<file path="src/rtl/axi_ram_arbiter_if.sv">
// axi_ram_arbiter_if: single-beat AXI4 bus between the arbiter (master) and the shared RAM (slave)
interface axi_ram_arbiter_if #(
  parameter int DATA_WIDTH = 32,
  parameter int ADDR_WIDTH = 16,
  parameter int ID_WIDTH   = 12
) ();
  localparam int STRB_WIDTH = DATA_WIDTH / 8;
  logic [ID_WIDTH-1:0]   awid, arid, bid, rid;
  logic [ADDR_WIDTH-1:0] awaddr, araddr;
  logic [7:0]            awlen, arlen;
  logic [2:0]            awsize, arsize;
  logic [1:0]            awburst, arburst, bresp, rresp;
  logic [DATA_WIDTH-1:0] wdata, rdata;
  logic [STRB_WIDTH-1:0] wstrb;
  logic                  awvalid, awready, wvalid, wready, wlast, bvalid, bready;
  logic                  arvalid, arready, rvalid, rready, rlast;
  modport master (
    output awid, awaddr, awlen, awsize, awburst, awvalid, wdata, wstrb, wlast, wvalid, bready,
    output arid, araddr, arlen, arsize, arburst, arvalid, rready,
    input  awready, wready, bid, bresp, bvalid, arready, rid, rdata, rresp, rlast, rvalid
  );
  modport slave (
    input  awid, awaddr, awlen, awsize, awburst, awvalid, wdata, wstrb, wlast, wvalid, bready,
    input  arid, araddr, arlen, arsize, arburst, arvalid, rready,
    output awready, wready, bid, bresp, bvalid, arready, rid, rdata, rresp, rlast, rvalid
  );
endinterface

</file>
<file path="src/rtl/axi_ram_arbiter.sv">
// axi_ram_arbiter: round-robin arbiter turning single-word requests into single-beat AXI4 transactions.
// Define ARB_ERR_CHECK_EN to add the sticky err output checking response id/resp/last.
module axi_ram_arbiter #(
  parameter int NUM_REQ    = 2,
  parameter int DATA_WIDTH = 32,
  parameter int ADDR_WIDTH = 16,
  parameter int STRB_WIDTH = DATA_WIDTH / 8,
  parameter int ID_WIDTH   = 12
) (
  input  logic                          clk,
  input  logic                          rst,
  input  logic [NUM_REQ-1:0]            req_valid,
  input  logic [NUM_REQ-1:0]            req_we,
  input  logic [NUM_REQ*ADDR_WIDTH-1:0] req_addr,
  input  logic [NUM_REQ*DATA_WIDTH-1:0] req_wdata,
  input  logic [NUM_REQ*STRB_WIDTH-1:0] req_wstrb,
  output logic [NUM_REQ-1:0]            resp_valid,
  output logic [DATA_WIDTH-1:0]         resp_rdata,
  axi_ram_arbiter_if.master             m_axi
`ifdef ARB_ERR_CHECK_EN
  , output logic                        err
`endif
);
  localparam int IW = $clog2(NUM_REQ);
  typedef enum logic [2:0] {IDLE, RD_ADDR, RD_DATA, WR_ADDR, WR_RESP} state_t;
  state_t                state_q, state_d;
  logic [IW-1:0]         idx_q, idx_d, rr_q, rr_d, pick;
  logic                  found;
  logic [ADDR_WIDTH-1:0] addr_q, addr_d;
  logic [DATA_WIDTH-1:0] wdata_q, wdata_d, rdata_q, rdata_d;
  logic [STRB_WIDTH-1:0] wstrb_q, wstrb_d;
  logic                  arv_q, arv_d, awv_q, awv_d, wv_q, wv_d, rready_q, rready_d, bready_q, bready_d;
  logic [NUM_REQ-1:0]    resp_q, resp_d, onehot;
  // Scan offsets high to low so the smallest offset past rr_q wins
  always_comb begin
    pick = '0;
    found = 1'b0;
    for (int k = NUM_REQ; k >= 1; k--)
      if (req_valid[(int'(rr_q) + k) % NUM_REQ]) begin
        pick = IW'((int'(rr_q) + k) % NUM_REQ);
        found = 1'b1;
      end
  end
  assign onehot = NUM_REQ'(1) << idx_q;
  always_comb begin
    state_d = state_q;
    idx_d = idx_q;
    rr_d = rr_q;
    addr_d = addr_q;
    wdata_d = wdata_q;
    wstrb_d = wstrb_q;
    rdata_d = rdata_q;
    arv_d = arv_q;
    awv_d = awv_q;
    wv_d = wv_q;
    rready_d = rready_q;
    bready_d = bready_q;
    resp_d = '0;
    case (state_q)
      IDLE: if (found) begin
        idx_d = pick;
        rr_d = pick;
        addr_d = req_addr[pick*ADDR_WIDTH +: ADDR_WIDTH];
        wdata_d = req_wdata[pick*DATA_WIDTH +: DATA_WIDTH];
        wstrb_d = req_wstrb[pick*STRB_WIDTH +: STRB_WIDTH];
        state_d = req_we[pick] ? WR_ADDR : RD_ADDR;
        arv_d = !req_we[pick];
        awv_d = req_we[pick];
        wv_d = req_we[pick];
      end
      RD_ADDR: if (m_axi.arready) begin
        arv_d = 1'b0;
        rready_d = 1'b1;
        state_d = RD_DATA;
      end
      RD_DATA: if (m_axi.rvalid) begin
        rdata_d = m_axi.rdata;
        resp_d = onehot;
        rready_d = 1'b0;
        state_d = IDLE;
      end
      WR_ADDR: begin
        awv_d = awv_q && !m_axi.awready;
        wv_d = wv_q && !m_axi.wready;
        if (!awv_d && !wv_d) begin
          bready_d = 1'b1;
          state_d = WR_RESP;
        end
      end
      WR_RESP: if (m_axi.bvalid) begin
        resp_d = onehot;
        bready_d = 1'b0;
        state_d = IDLE;
      end
      default: state_d = IDLE;
    endcase
  end
  always_ff @(posedge clk) begin
    if (rst) begin
      state_q <= IDLE;
      rr_q <= IW'(NUM_REQ - 1);
      idx_q <= '0;
      addr_q <= '0;
      wdata_q <= '0;
      wstrb_q <= '0;
      rdata_q <= '0;
      {arv_q, awv_q, wv_q, rready_q, bready_q} <= '0;
      resp_q <= '0;
    end else begin
      state_q <= state_d;
      rr_q <= rr_d;
      idx_q <= idx_d;
      addr_q <= addr_d;
      wdata_q <= wdata_d;
      wstrb_q <= wstrb_d;
      rdata_q <= rdata_d;
      {arv_q, awv_q, wv_q, rready_q, bready_q} <= {arv_d, awv_d, wv_d, rready_d, bready_d};
      resp_q <= resp_d;
    end
  end
  assign resp_valid = resp_q;
  assign resp_rdata = rdata_q;
  assign m_axi.awid = ID_WIDTH'(idx_q);
  assign m_axi.arid = ID_WIDTH'(idx_q);
  assign m_axi.awaddr = addr_q;
  assign m_axi.araddr = addr_q;
  assign m_axi.awlen = 8'd0;
  assign m_axi.arlen = 8'd0;
  assign m_axi.awsize = 3'($clog2(STRB_WIDTH));
  assign m_axi.arsize = 3'($clog2(STRB_WIDTH));
  assign m_axi.awburst = 2'b01;
  assign m_axi.arburst = 2'b01;
  assign m_axi.awvalid = awv_q;
  assign m_axi.wdata = wdata_q;
  assign m_axi.wstrb = wstrb_q;
  assign m_axi.wlast = 1'b1;
  assign m_axi.wvalid = wv_q;
  assign m_axi.bready = bready_q;
  assign m_axi.arvalid = arv_q;
  assign m_axi.rready = rready_q;
`ifdef ARB_ERR_CHECK_EN
  logic err_q, err_d, r_bad, b_bad;
  assign r_bad = m_axi.rid != ID_WIDTH'(idx_q) || m_axi.rresp != 2'b00 || !m_axi.rlast;
  assign b_bad = m_axi.bid != ID_WIDTH'(idx_q) || m_axi.bresp != 2'b00;
  assign err_d = err_q | (state_q == RD_DATA && m_axi.rvalid && r_bad) | (state_q == WR_RESP && m_axi.bvalid && b_bad);
  always_ff @(posedge clk) err_q <= rst ? 1'b0 : err_d;
  assign err = err_q;
`else
  logic unused_resp;
  assign unused_resp = ^{m_axi.rid, m_axi.rresp, m_axi.rlast, m_axi.bid, m_axi.bresp};
`endif
endmodule

</file>
<file path="src/flat_wrapper.sv">
// flat-port wrapper written by rule: the top's interface ports become plain ports
module axi_ram_arbiter_flat 
#(
  parameter int NUM_REQ    = 2,
  parameter int DATA_WIDTH = 32,
  parameter int ADDR_WIDTH = 16,
  parameter int STRB_WIDTH = DATA_WIDTH / 8,
  parameter int ID_WIDTH   = 12
)
  (clk, rst, req_valid, req_we, req_addr, req_wdata, req_wstrb, resp_valid, resp_rdata, m_axi_awid, m_axi_awaddr, m_axi_awlen, m_axi_awsize, m_axi_awburst, m_axi_awvalid, m_axi_wdata, m_axi_wstrb, m_axi_wlast, m_axi_wvalid, m_axi_bready, m_axi_arid, m_axi_araddr, m_axi_arlen, m_axi_arsize, m_axi_arburst, m_axi_arvalid, m_axi_rready, m_axi_awready, m_axi_wready, m_axi_bid, m_axi_bresp, m_axi_bvalid, m_axi_arready, m_axi_rid, m_axi_rdata, m_axi_rresp, m_axi_rlast, m_axi_rvalid);
  axi_ram_arbiter_if #(.DATA_WIDTH(DATA_WIDTH), .ADDR_WIDTH(ADDR_WIDTH), .ID_WIDTH(ID_WIDTH)) m_axi_i ();
  input  logic clk;
  input  logic rst;
  input  logic [NUM_REQ-1:0] req_valid;
  input  logic [NUM_REQ-1:0] req_we;
  input  logic [NUM_REQ*ADDR_WIDTH-1:0] req_addr;
  input  logic [NUM_REQ*DATA_WIDTH-1:0] req_wdata;
  input  logic [NUM_REQ*STRB_WIDTH-1:0] req_wstrb;
  output logic [NUM_REQ-1:0] resp_valid;
  output logic [DATA_WIDTH-1:0] resp_rdata;
  output wire logic [$bits(m_axi_i.awid)-1:0] m_axi_awid;
  output wire logic [$bits(m_axi_i.awaddr)-1:0] m_axi_awaddr;
  output wire logic [$bits(m_axi_i.awlen)-1:0] m_axi_awlen;
  output wire logic [$bits(m_axi_i.awsize)-1:0] m_axi_awsize;
  output wire logic [$bits(m_axi_i.awburst)-1:0] m_axi_awburst;
  output wire logic [$bits(m_axi_i.awvalid)-1:0] m_axi_awvalid;
  output wire logic [$bits(m_axi_i.wdata)-1:0] m_axi_wdata;
  output wire logic [$bits(m_axi_i.wstrb)-1:0] m_axi_wstrb;
  output wire logic [$bits(m_axi_i.wlast)-1:0] m_axi_wlast;
  output wire logic [$bits(m_axi_i.wvalid)-1:0] m_axi_wvalid;
  output wire logic [$bits(m_axi_i.bready)-1:0] m_axi_bready;
  output wire logic [$bits(m_axi_i.arid)-1:0] m_axi_arid;
  output wire logic [$bits(m_axi_i.araddr)-1:0] m_axi_araddr;
  output wire logic [$bits(m_axi_i.arlen)-1:0] m_axi_arlen;
  output wire logic [$bits(m_axi_i.arsize)-1:0] m_axi_arsize;
  output wire logic [$bits(m_axi_i.arburst)-1:0] m_axi_arburst;
  output wire logic [$bits(m_axi_i.arvalid)-1:0] m_axi_arvalid;
  output wire logic [$bits(m_axi_i.rready)-1:0] m_axi_rready;
  input wire logic [$bits(m_axi_i.awready)-1:0] m_axi_awready;
  input wire logic [$bits(m_axi_i.wready)-1:0] m_axi_wready;
  input wire logic [$bits(m_axi_i.bid)-1:0] m_axi_bid;
  input wire logic [$bits(m_axi_i.bresp)-1:0] m_axi_bresp;
  input wire logic [$bits(m_axi_i.bvalid)-1:0] m_axi_bvalid;
  input wire logic [$bits(m_axi_i.arready)-1:0] m_axi_arready;
  input wire logic [$bits(m_axi_i.rid)-1:0] m_axi_rid;
  input wire logic [$bits(m_axi_i.rdata)-1:0] m_axi_rdata;
  input wire logic [$bits(m_axi_i.rresp)-1:0] m_axi_rresp;
  input wire logic [$bits(m_axi_i.rlast)-1:0] m_axi_rlast;
  input wire logic [$bits(m_axi_i.rvalid)-1:0] m_axi_rvalid;
  assign m_axi_awid = m_axi_i.awid;
  assign m_axi_awaddr = m_axi_i.awaddr;
  assign m_axi_awlen = m_axi_i.awlen;
  assign m_axi_awsize = m_axi_i.awsize;
  assign m_axi_awburst = m_axi_i.awburst;
  assign m_axi_awvalid = m_axi_i.awvalid;
  assign m_axi_wdata = m_axi_i.wdata;
  assign m_axi_wstrb = m_axi_i.wstrb;
  assign m_axi_wlast = m_axi_i.wlast;
  assign m_axi_wvalid = m_axi_i.wvalid;
  assign m_axi_bready = m_axi_i.bready;
  assign m_axi_arid = m_axi_i.arid;
  assign m_axi_araddr = m_axi_i.araddr;
  assign m_axi_arlen = m_axi_i.arlen;
  assign m_axi_arsize = m_axi_i.arsize;
  assign m_axi_arburst = m_axi_i.arburst;
  assign m_axi_arvalid = m_axi_i.arvalid;
  assign m_axi_rready = m_axi_i.rready;
  assign m_axi_i.awready = m_axi_awready;
  assign m_axi_i.wready = m_axi_wready;
  assign m_axi_i.bid = m_axi_bid;
  assign m_axi_i.bresp = m_axi_bresp;
  assign m_axi_i.bvalid = m_axi_bvalid;
  assign m_axi_i.arready = m_axi_arready;
  assign m_axi_i.rid = m_axi_rid;
  assign m_axi_i.rdata = m_axi_rdata;
  assign m_axi_i.rresp = m_axi_rresp;
  assign m_axi_i.rlast = m_axi_rlast;
  assign m_axi_i.rvalid = m_axi_rvalid;
  axi_ram_arbiter #(.NUM_REQ(NUM_REQ), .DATA_WIDTH(DATA_WIDTH), .ADDR_WIDTH(ADDR_WIDTH), .STRB_WIDTH(STRB_WIDTH), .ID_WIDTH(ID_WIDTH)) u_core (.clk(clk), .rst(rst), .req_valid(req_valid), .req_we(req_we), .req_addr(req_addr), .req_wdata(req_wdata), .req_wstrb(req_wstrb), .resp_valid(resp_valid), .resp_rdata(resp_rdata), .m_axi(m_axi_i));
endmodule
</file>
<file path="config.mk">
export PLATFORM = sky130hd
export DESIGN_NAME = axi_ram_arbiter_flat
export DESIGN_NICKNAME = d
export VERILOG_FILES = /design/src/rtl/axi_ram_arbiter_if.sv /design/src/rtl/axi_ram_arbiter.sv /design/src/flat_wrapper.sv
export SDC_FILE = /design/constraint.sdc
export NUM_CORES = 1
export LEC_CHECK = 0
export ABC_AREA = 1
export CAP_MARGIN = 20
export CORE_AREA = 2 2 130 132
export DETAILED_ROUTE_END_ITERATION = 8
export DIE_AREA = 0 0 132 134
export PLACE_DENSITY = 0.67
export REMOVE_ABC_BUFFERS = 1
export SETUP_SLACK_MARGIN = 0.1
export SYNTH_ARGS = -nofsm -noshare
export SYNTH_HDL_FRONTEND = slang
export SYNTH_SLANG_ARGS = --single-unit
</file>
<file path="constraint.sdc">
create_clock -name clk -period 1.3 [get_ports clk]
set_clock_uncertainty 0.1 [all_clocks]
set_input_delay 0.195 -clock clk [delete_from_list [all_inputs] [get_ports clk]]
set_output_delay 0.195 -clock clk [all_outputs]
set_load 0.01 [all_outputs]
</file>
======== Word level (Yosys, flattened, before mapping) ========
Index checks and enable logic that the tools add are counted.
storage, ports and cells
  bits of input ports ..................... 176
  flip-flop bits (word level) ............. 96
operators by class
  add/sub/neg operators ................... 2
  reduce and logical (&&, ||, !) cells .... 20
  bitwise logic cells ..................... 2
  multiplexer cells ....................... 34
  equality and inequality tests ........... 9
  shift operators ......................... 4
  order comparisons ....................... 3
operators by type and width
  operator                                                                 count
  64-bit by 7-bit indexed part select with 32-bit output                   1
  32-bit by 6-bit indexed part select with 16-bit output                   1
  1-bit two-way mux                                                        19
  3-bit two-way mux                                                        5
  3-bit case mux with 5 select lines                                       1
  1-bit case mux with 2 select lines                                       5
  3-bit AND reduction                                                      3
  2-bit nonzero test                                                       4
  8-bit by 4-bit indexed part select with 4-bit output                     1
  3-bit by 2-bit equality test with 1-bit output, second input constant    2
  2-bit by 3-bit < comparator with 1-bit output, second input constant     2
  2-bit two-way mux                                                        3
  2-bit inequality test, second input constant                             3
  2-bit AND reduction                                                      3
  1-bit logical NOT                                                        5
  5-bit AND reduction                                                      1
  2-bit by 1-bit inequality test with 1-bit output, second input constant  2
  2-bit case mux with 2 select lines                                       1
  3-bit by 1-bit equality test with 1-bit output, second input constant    1
  3-bit equality test, second input constant                               1
  1-bit logical AND                                                        3
  3-bit logical NOT                                                        1
  1-bit adder, second input constant                                       2
  1-bit bitwise AND, first input constant                                  2
  2 further kinds                                                          2

======== Depth between registers and ports, before layout ========
  depth after elaboration ................. 12
  depth in mapped cells ................... 10

======== Worst setup path before layout ========
OpenSTA, ideal clock, no wires.
  kind .................................... register to register
  from .................................... register u_core.state_q[2]
  to ...................................... register u_core.addr_q[0] (netlist: u_core.m_axi.araddr[0])
  clock period less this slack ............ 1304 ps
  path slack .............................. -4 ps
  data arrival time ....................... 1083 ps
  data required time ...................... 1078 ps
  library setup time ...................... 122 ps
  cell stages (with the launch flop) ...... 7
  cells stage by stage .................... dfxtp_1 nor2_4 nand2_2 nor2_8 buf_6 buf_6 a31oi_1
between the ends
  longest elaborated chain between the ends .. 2
RTL lines
  item                                  line                    source
  start, declared                       axi_ram_arbiter.sv:26   state_t state_q, state_d;
  start signal, assigned                axi_ram_arbiter.sv:110  state_q <= state_d;
  3-bit logical NOT                     axi_ram_arbiter.sv:59   case (state_q)
  2-bit AND reduction (no source line)  -
  end signal, assigned                  axi_ram_arbiter.sv:113  addr_q <= addr_d;
  end, declared                         axi_ram_arbiter.sv:29   logic [ADDR_WIDTH-1:0] addr_q, addr_d;
Every way passes these cells.
A chain may end at the register's enable or synchronous reset.

======== Worst setup path in the final report ========
  from .................................... register u_core.state_q[0]
  to ...................................... register u_core.rdata_q[23] (netlist: u_core.resp_rdata[23])
between the ends
  longest elaborated chain between the ends .. 2
RTL lines
  item                                            line                    source
  3-bit by 2-bit equality test with 1-bit output  axi_ram_arbiter.sv:59
  2-bit AND reduction (no source line)            -
  end signal, assigned                            axi_ram_arbiter.sv:116  rdata_q <= rdata_d;
  end, declared                                   axi_ram_arbiter.sv:30   logic [DATA_WIDTH-1:0] wdata_q, wdata_d, rdata_q, rdata_d;
Every way passes these cells.

==> impl_results.md <==
* Top cell by count, worst path: buf_6
* CTS tree: built
* Post-Layout Cell Count at 1076
* Synth Warn # at 0
* Max_cap viols at 0
* Min setup slack post-route at -0.1499 ns
* PortBufs at 255
* Core area at 16290 um^2
* Met1 GRT Util at 19.13%
* Total CTS buffers at 9
* R2R cell count at 8
* CP Cell Sequence: nor2_4, buf_6, nand3_4, inv_8, buf_6, buf_16, nand2_1, a21oi_2
* Max incr delay on CP at 0.34 ns
* Leak at 3.413 nW
* Die Ht at 134 um
* Worst-path cell with the longest stage delay: dfxtp_2
* Pwr Total at 11.69 mW
* Clock latency on the worst-skew pair at 0.34 ns
* Die X at 132 um
* # setup viols final at 92
* Overall Global Routing Usage at 16.66%
* Hold Path Class: in -> reg
* Final Critical Period at 1.450 ns
* Register area share after synthesis at 43.41%
* Setup TNS at -8.714 ns
* RSZ-0062 raised after global routing: yes
* Fin crit share at 111.5%
* Post-DP HPWL at 10690 um
* CTS Buffer Depth at 2
* Dpl ws at -0.4519 ns
* N_diodes at 0
* Worst IR Drop VDD at 645.0 uV
* PwrDens at 1528 nW/um^2
* GRT busiest layer: met2
* WL final at 16970 um
* Htree depth at 3
* Hold Path Origin: m_axi_rdata[27]
* Global route overflow at 0
* Worst Setup Start Kind: flop
* CTS Root Cell: clkbuf_16
* Nets@finish at 1028
* Area Overhead vs Synth at 72.87%
* RR Endpoint: u_core.resp_rdata[23]
* FP Rows at 47
* Placed Cells at 1032
* Count of hold-fix buffers inserted at cts at 0
* WHS at 0.2958 ns
* Number of global-route vias before repair at 4393
* Placed cell area at 7036 um^2
* Met3 GRT Util at 5.556%
* Failing checks: setup timing
* Die area at 17690 um^2
* Mapped Cells at 586
* Critical Path Sink Type: flop
* Fmax at 689.7 MHz
* Synth cell types at 23
* Worst Hold Endpoint: u_core.resp_rdata[27]
* Final design instance area without fill at 7652 um^2
* Cell area after synthesis at 4427 um^2
* Clock sink count at 96
* WS Path Type: reg -> reg
* Final Util at 46.98%
* Global-route track usage on met2 at 28.99%
* Initial core utilization at 27.18%
* Yosys reg bits at 96
* Drt via density at 4.431
* Pre-antenna DRT Iters at 4
* FF-to-FF setup slack at -0.15 ns
* Buffers & Inverters on Critical Path at 4
* Fin. max-slew vios at 0
* Hold Path Stages at 3
* Avg Inst Size Synth at 7.554 um^2
* DR iter-0 viols at 142
* Arr. time, crit path at 1.62 ns
* Layout cells sized above 1 at 32.24%
* Largest net degree at the start of global routing at 32
* DRT antenna net count at 0
* First-pass GRT wire length at 23240 um
* Run status: complete, but fails checks
* Clock slew at reported path FFs at 0.07 ns
* Routed vias at 4768
* CP required at 1.47 ns
* I/O Pins at 334
* Hold Fails Final Rpt at 0
* CP delay by family, top: buffers and inverters
* Remaining DRCs at 0
* Worst R2R Start: u_core.state_q[0]
* CP Max Fanout at 7
* Antenna violations before repair at 0
* WL per Instance at 15.77 um
* Routability Congestion at 0.8126
-- cells in the mapped netlist --
cell / number / share of area, %
nor2_1: 5 / 0.42
nand4_1: 2 / 0.28
nand2_2: 2 / 0.28
buf_4: 70 / 12
conb_1: 2 / 0.17
buf_2: 6 / 0.68
a21oi_1: 37 / 4.2
nor2_4: 1 / 0.25
nand2_1: 194 / 16
nand3_2: 1 / 0.23
nand3_1: 8 / 0.90
nor3_1: 2 / 0.23
a31oi_1: 52 / 7.3
buf_6: 11 / 2.8
o21ai_0: 46 / 5.2
o22ai_1: 1 / 0.14
clkbuf_1: 17 / 1.4
nor2_8: 1 / 0.45
nand3b_1: 3 / 0.51
inv_1: 16 / 1.4
dfxtp_1: 96 / 43
o21ai_1: 10 / 1.1
inv_2: 3 / 0.25
-- cell families after synthesis --
group | after synthesis | synth area share [%]
buffers and inverters | 123 | 18.40
and+or+nand+nor | 219 | 20.01
other | 2 | 0.1697
AOI/OAI and AO/OA | 146 | 18.00
DFF | 96 | 43.41
-- report_power, final --
| part | leakage, nW | internal [mW] | switching, mW |
|---|---|---|---|
| sequential | 0.803 | 3.61 | 0.391 |
| combinational | 2.48 | 2.52 | 2.54 |
| clock | 0.135 | 1.48 | 1.15 |
| total | 3.41 | 7.61 | 4.08 |
-- registers in the layout, indices dropped and copies added, names as in the netlist, 2 cells and up --
signal and count:
u_core.m_axi.araddr 16, u_core.m_axi.wdata 32, u_core.m_axi.wstrb 4, u_core.resp_rdata 32, u_core.resp_valid 2, u_core.state_q 3
-- worst reg2reg max path: stages (launching register included) --
cell     delay (ns)
dfxtp_2        0.34
nor2_4         0.17
buf_6          0.13
nand3_4        0.10
inv_8          0.12
buf_6          0.12
buf_16         0.12
nand2_1        0.06
a21oi_2        0.13
-- placed cells by master, fill, tap and decap left out, types with 2 or more instances in the layout --
| cell | count |
|---|---|
| nand2_1 | 170 |
| clkdlybuf4s50_1 | 144 |
| buf_2 | 106 |
| dfxtp_1 | 60 |
| a31oi_1 | 52 |
| conb_1 | 49 |
| o21ai_0 | 38 |
| dfxtp_2 | 33 |
| a21oi_1 | 19 |
| buf_4 | 19 |
| o21ai_1 | 18 |
| a21oi_2 | 18 |
| clkbuf_16 | 16 |
| nand2_4 | 14 |
| buf_12 | 14 |
| inv_1 | 13 |
| nand2_2 | 12 |
| buf_6 | 8 |
| nor2_4 | 5 |
| nand3_1 | 5 |
| buf_16 | 4 |
| buf_8 | 4 |
| inv_2 | 3 |
| nand3_4 | 3 |
| nand3b_1 | 3 |
| dfxtp_4 | 3 |
| inv_4 | 2 |
| nand4_1 | 2 |
| clkinvlp_4 | 2 |
| dlymetal6s2s_1 | 2 |
| clkdlybuf4s15_2 | 2 |
-- worst max path at each step --
| stage | endpoint | cells after the start | from | slack (ns) |
|---|---|---|---|---|
| after detailed placement | u_core.m_axi.wdata[7] | 6 | req_valid[0] | -0.45 |
| after global placement | u_core.m_axi.araddr[2] | 7 | req_valid[1] | -0.42 |
| final | u_core.resp_rdata[23] | 8 | u_core.state_q[0] | -0.15 |
| after floorplan | u_core.m_axi.arvalid | 8 | u_core.state_q[2] | -0.58 |
| after global routing | u_core.resp_rdata[14] | 7 | u_core.state_q[0] | -0.21 |
| after CTS | u_core.resp_rdata[3] | 7 | u_core.state_q[2] | -0.09 |
-- routing by layer --
layer,vias to the layer above,share of wire [%]
li1,2360,-
met1,2179,40
met2,209,50
met3,20,7.9
met4,0,2.0
met5,-,0
-- layout make-up --
| class | instances | area [um^2] |
|---|---|---|
| sequential | 96 | 1974 |
| inverter | 19 | 83.83 |
| clock inverter | 5 | 58.81 |
| fill | 1641 | 8637 |
| clock buffer | 10 | 229.0 |
| tap | 220 | 275.3 |
| timing repair buffer | 311 | 2888 |
| multi-input combinational | 415 | 2143 |
-- what timing repair did --
action | 4_1_cts | 5_1_grt
gates resized for setup | 479 | 99
setup endpoints to repair | 205 | 106
cloned | 4 | 11
pin swaps | 5 | 20
buffers inserted | 5 | 9
Power figures use the tool's default switching activity.
